**config.mk**
```make
export PLATFORM = sky130hd
export DESIGN_NAME = plot_sink_flat
export DESIGN_NICKNAME = d
export VERILOG_FILES = /design/src/rtl/plot_sink_if.sv /design/src/rtl/plot_sink.sv /design/src/flat_wrapper.sv
export SDC_FILE = /design/constraint.sdc
export NUM_CORES = 1
export LEC_CHECK = 0
export ABC_AREA = 1
export CAP_MARGIN = 5
export CORE_ASPECT_RATIO = 1.75
export CORE_MARGIN = 2
export CORE_UTILIZATION = 52
export DETAILED_ROUTE_END_ITERATION = 10
export GPL_TIMING_DRIVEN = 0
export MAX_ROUTING_LAYER = met4
export PLACE_DENSITY = 0.76
export SLEW_MARGIN = 10
export SYNTH_ARGS = -nofsm -noshare
export SYNTH_HDL_FRONTEND = slang
export SYNTH_SLANG_ARGS = --single-unit
```
**constraint.sdc**
```tcl
create_clock -name clk -period 2.2 [get_ports clk]
set_input_delay 0.44 -clock clk [delete_from_list [all_inputs] [get_ports clk]]
set_output_delay 0.44 -clock clk [all_outputs]
set_load 0.1 [all_outputs]
```
**src/rtl/plot_sink_if.sv**
```systemverilog
// Plot-stream, control and frame-buffer write signals of the plot sink.
// The slave modport is the sink side; master is the producer / testbench side.
interface plot_sink_if;
  logic [7:0]  x;
  logic [6:0]  y;
  logic [2:0]  color;
  logic        plot;
  logic        plotReady;
  logic        clearReq;
  logic        clearDone;
  logic        memBusy;
  logic [14:0] memAddr;
  logic [2:0]  memData;
  logic        memWren;
  logic [7:0]  clipCount;
  logic [2:0]  fifoCount;

  modport slave (
    input  x, y, color, plot, clearReq, memBusy,
    output plotReady, clearDone, memAddr, memData, memWren, clipCount, fifoCount
  );

  modport master (
    output x, y, color, plot, clearReq, memBusy,
    input  plotReady, clearDone, memAddr, memData, memWren, clipCount, fifoCount
  );
endinterface

```
**src/rtl/plot_sink.sv**
```systemverilog
// Pixel-plot sink: clips plots, queues them in a small FIFO and writes the
// frame buffer one pixel per cycle; also sequences full-screen clears.
module plot_sink #(
  parameter int         WIDTH       = 160,
  parameter int         HEIGHT      = 120,
  parameter int         DEPTH       = 4,
  parameter logic [2:0] CLEAR_COLOR = 3'b000
) (
  input  logic       clk,
  input  logic       reset,
  plot_sink_if.slave bus
);
  localparam int AW    = $clog2(DEPTH);
  localparam int TOTAL = WIDTH * HEIGHT;

  typedef struct packed {
    logic [14:0] addr;
    logic [2:0]  data;
  } entry_t;

  typedef enum logic [1:0] {IDLE, CLR_WAIT, CLEAR} state_t;

  state_t        state;
  entry_t        fifo [DEPTH];
  entry_t        pushEnt;
  logic [AW-1:0] wrPtr, rdPtr;
  logic [2:0]    count;
  logic [14:0]   clrCnt;
  logic          onScreen, xfer, push, pop;

  assign onScreen      = (bus.x < 8'(WIDTH)) && (bus.y < 7'(HEIGHT));
  assign bus.plotReady = (state == IDLE) && (count < 3'(DEPTH));
  assign xfer          = bus.plot && bus.plotReady;
  assign push          = xfer && onScreen;
  // Plot drain is suspended only while the clear sequencer owns the port.
  assign pop           = (state != CLEAR) && (count != 3'd0) && !bus.memBusy;
  assign bus.fifoCount = count;

  always_comb begin
    pushEnt.addr = 15'(bus.y) * 15'(WIDTH) + 15'(bus.x);
    pushEnt.data = bus.color;
  end

  always_ff @(posedge clk) begin
    if (push) fifo[wrPtr] <= pushEnt;
  end

  always_ff @(posedge clk or posedge reset) begin
    if (reset) begin
      state         <= IDLE;
      wrPtr         <= '0;
      rdPtr         <= '0;
      count         <= '0;
      clrCnt        <= '0;
      bus.memWren   <= 1'b0;
      bus.memAddr   <= '0;
      bus.memData   <= '0;
      bus.clipCount <= '0;
      bus.clearDone <= 1'b0;
    end else begin
      bus.memWren <= 1'b0;
      if (push) wrPtr <= wrPtr + 1'b1;
      if (pop) begin
        rdPtr       <= rdPtr + 1'b1;
        bus.memWren <= 1'b1;
        bus.memAddr <= fifo[rdPtr].addr;
        bus.memData <= fifo[rdPtr].data;
      end
      count <= count + 3'(push) - 3'(pop);
      if (xfer && !onScreen && bus.clipCount != 8'hFF)
        bus.clipCount <= bus.clipCount + 8'd1;

      case (state)
        IDLE:
          if (bus.clearReq) state <= CLR_WAIT;
        CLR_WAIT:
          // Wait for the queue to empty and the last plot write to retire.
          if (count == 3'd0 && !bus.memWren) begin
            state  <= CLEAR;
            clrCnt <= '0;
          end
        CLEAR:
          // clearDone is held for one cycle after the final write, still in CLEAR.
          if (bus.clearDone) begin
            bus.clearDone <= 1'b0;
            clrCnt        <= '0;
            state         <= IDLE;
          end else if (clrCnt == 15'(TOTAL)) begin
            bus.clearDone <= 1'b1;
          end else if (!bus.memBusy) begin
            bus.memWren <= 1'b1;
            bus.memAddr <= clrCnt;
            bus.memData <= CLEAR_COLOR;
            clrCnt      <= clrCnt + 15'd1;
          end
        default:
          state <= IDLE;
      endcase
    end
  end
endmodule

```
**src/flat_wrapper.sv**
```systemverilog
// flat-port wrapper written by rule: the top's interface ports become plain ports
module plot_sink_flat 
#(
  parameter int         WIDTH       = 160,
  parameter int         HEIGHT      = 120,
  parameter int         DEPTH       = 4,
  parameter logic [2:0] CLEAR_COLOR = 3'b000
)
  (clk, reset, bus_x, bus_y, bus_color, bus_plot, bus_clearReq, bus_memBusy, bus_plotReady, bus_clearDone, bus_memAddr, bus_memData, bus_memWren, bus_clipCount, bus_fifoCount);
  plot_sink_if bus_i ();
  input  logic clk;
  input  logic reset;
  input wire logic [$bits(bus_i.x)-1:0] bus_x;
  input wire logic [$bits(bus_i.y)-1:0] bus_y;
  input wire logic [$bits(bus_i.color)-1:0] bus_color;
  input wire logic [$bits(bus_i.plot)-1:0] bus_plot;
  input wire logic [$bits(bus_i.clearReq)-1:0] bus_clearReq;
  input wire logic [$bits(bus_i.memBusy)-1:0] bus_memBusy;
  output wire logic [$bits(bus_i.plotReady)-1:0] bus_plotReady;
  output wire logic [$bits(bus_i.clearDone)-1:0] bus_clearDone;
  output wire logic [$bits(bus_i.memAddr)-1:0] bus_memAddr;
  output wire logic [$bits(bus_i.memData)-1:0] bus_memData;
  output wire logic [$bits(bus_i.memWren)-1:0] bus_memWren;
  output wire logic [$bits(bus_i.clipCount)-1:0] bus_clipCount;
  output wire logic [$bits(bus_i.fifoCount)-1:0] bus_fifoCount;
  assign bus_i.x = bus_x;
  assign bus_i.y = bus_y;
  assign bus_i.color = bus_color;
  assign bus_i.plot = bus_plot;
  assign bus_i.clearReq = bus_clearReq;
  assign bus_i.memBusy = bus_memBusy;
  assign bus_plotReady = bus_i.plotReady;
  assign bus_clearDone = bus_i.clearDone;
  assign bus_memAddr = bus_i.memAddr;
  assign bus_memData = bus_i.memData;
  assign bus_memWren = bus_i.memWren;
  assign bus_clipCount = bus_i.clipCount;
  assign bus_fifoCount = bus_i.fifoCount;
  plot_sink #(.WIDTH(WIDTH), .HEIGHT(HEIGHT), .DEPTH(DEPTH), .CLEAR_COLOR(CLEAR_COLOR)) u_core (.clk(clk), .reset(reset), .bus(bus_i));
endmodule
```
==> impl_metrics.yaml <==
drt:
  viasPerCell: 5.481
  dr_wl_met3_um: 562
  vias: 4988
  first_pass_iters: 4
  ant_nets: 0
  drtIter0Drc: 264
  wl_per_cell_um: 16.85
  wl_met2_um: 9034
  drc: 0
  drt-total-wl_um: 15340
  maxUsedRoutingLayer: "met4"
  wl_met1_um: 5185
yosys:
  yosysWarnings: 0
  synth_fp_nets: 722
  synthCells: 670
  synth_ff_type: "edfxtp_1"
  yosysSeqAreaShare_pct: 55.22
  syn_avg_cell_area_um2: 9.362
  synth_top_area_share_pct: 34.47
  yosys.cell_types.count: 40
  synth.cell_area_mm2: 0.006272
  synth_edf_count: 72
  yosysMostFrequentCell: "nand2_1"
  synthTopCellsByCount: "nand2_1, nor2_1, o21ai_0, edfxtp_1, inv_1"
  ys_ff_latch: 124
  synth_largest_area_cell: "edfxtp_1"
  async_reset_ff_share_pct: 41.94
  synth.area.top_cells: "edfxtp_1, dfrtp_1, nand2_1"
grt:
  overflow: 0
  grt_pass1_wl_um: 24540
  first_global_vias: 5096
  grt_max_degree: 33
  grtUsageTotal_pct: 25.49
  grt_antenna_before_repair: 0
critical_path:
  cp_max_fo: 5
  cp-end-kind: "output port"
  slowest_stage: "dlygate4sd2_1"
  path_class: "reg -> out"
  path_buf_inv: 1
  critPathMaxStageDelay_ns: 0.87
  path_cells: "dlygate4sd2_1"
  cp_data_arrival_time_ns: 1.72
  required_ns: 1.76
  cp-start-kind: "flop"
  crit_family: "buffers and inverters"
placed_design:
  dp_cells: 862
  place_hpwl_um: 10700
  portBuffers: 54
  gp_congestion: 0.9333
cts:
  clk_pin_slew_ns: 0.06
  clk_latency_ns: 0.41
  clock_sinks: 124
  cts_hold_buf: 0
  cts_tree: "done"
  cts_buffers: 17
  htreeDepth: 4
  ctsLongestPathBuffers: 2
  root_buffer: "clkbuf_16"
floorplan:
  start_util_pct: 52.84
  die_y_um: 149.3
  rows: 53
  die_area_mm2: 0.01299
  die_w_um: 87.02
  io_pins: 55
  core_area_mm2: 0.01187
sta:
  skew_ns: 0.008023
  min_period_ns: 2.155
  finalHoldViolCount: 0
  tns_ns: 0
  finalCritPeriodShare_pct: 97.97
  hold_slack_ns: 0.3739
  slew_headroom_pct: 35.11
  finalSetupViolations: 0
  drv_slew: 0
  tightest_slew_ns: 0.9772
  fmax_mhz: 463.9
finish:
  stdcell_count: 910
  syn_to_final_growth_pct: 27.41
  nets: 812
  layout-drive-gt1-share_pct: 18.24
  num_antenna_cells: 0
worst_hold_path:
  hold_path_class: "in -> async"
run:
  drv_cap: 0
pwr:
  pwr_density_cell_mw_per_mm2: 1406
  power.leakage_nw: 3.400
  ir_drop_mv: 0.9636
outcome:
  outcome: "completed"
where the power goes:
part	internal [mW]	switching [mW]	total, mW
clock	1.71	1.07	2.78
sequential	2.89	0.272	3.16
combinational	1.41	3.88	5.29
total	6.01	5.23	11.2
cell families after synthesis:
group | after synthesis | share of synthesized area, %
and+or+nand+nor | 305 | 20.77
DFF | 124 | 55.22
AOI/OAI and AO/OA | 107 | 9.157
buffers and inverters | 86 | 6.064
adders and majority gates | 29 | 6.144
xor gates and xnor gates | 19 | 2.653
worst paths after layout:
kind | slack [ns] | depth (start not counted) | end | startpoint
max in group asynchronous | 1.27 | 3 | u_core.clrCnt[5] | reset
min reg2reg | 0.55 | 2 | u_core.bus.clipCount[3] | u_core.bus.clipCount[3]
min in group clk | 0.55 | 2 | u_core.bus.clipCount[3] | u_core.bus.clipCount[3]
max reg2reg | 0.09 | 10 | u_core.bus.fifoCount[1] | u_core.state[0]
max | 0.04 | 1 | bus_fifoCount[2] | u_core.bus.fifoCount[2]
min | 0.37 | 2 | u_core.state[0] | reset
per-layer routing:
| layer | global-route usage, % | vias to the layer above |
|---|---|---|
| met5 | - | - |
| met4 | 12.34 | 0 |
| met3 | 4.261 | 50 |
| met2 | 47.29 | 152 |
| met1 | 24.78 | 2376 |
| li1 | - | 2410 |
cell type report:
class / instances / area (um2)
tap: 137 / 171.4
clock inverter: 12 / 118.9
fill: 891 / 3879
clock buffer: 20 / 478.0
sequential: 124 / 3467
timing repair buffer: 72 / 686.9
multi-input combinational: 460 / 2689
buffer: 21 / 127.6
inverter: 64 / 252.7
timing repair:
item,in CTS,in global routing
buffers inserted,11,6
pin swaps,12,16
resized for setup,65,32
endpoints found under the setup margin,128,27
registers in the layout, indices dropped and copies added, names as in the netlist:
register,count
u_core.bus.fifoCount,3
u_core.bus.clipCount,8
u_core.clrCnt,15
u_core.fifo,72
u_core.bus.memAddr,15
u_core.bus.memWren,1
u_core.rdPtr,2
u_core.state,2
u_core.bus.memData,3
u_core.wrPtr,2
u_core.bus.clearDone,1
stage by stage:
step / power (mW) / utilization (%) / area (um2) / worst slack [ns]
floorplan: 7.028 / - / 6351 / -0.08435
CTS: 11.08 / 66.38 / 7879 / 0.006080
detailed placement: 8.365 / 59.67 / 7083 / -1.027
global route: 11.83 / 67.32 / 7991 / -0.01305
finish: 11.24 / 67.32 / 7991 / 0.04456
global placement: 8.215 / 59.50 / 7063 / -0.9435
placed cells by master, fill, tap and decap left out, drive strengths merged, types with 5 or more instances in the layout:
master and instances:
a21oi 6, buf 37, clkbuf 26, clkdlybuf4s50 15, dfrtp 52, dlygate4sd2 29, edfxtp 72, ha 26
inv 72, nand2 151, nand3 37, nand4 9, nor2 93, nor3 5, o211ai 5, o21ai 91
xnor2 9, xor2 10
Note: power is estimated with default switching activity, not from simulation.
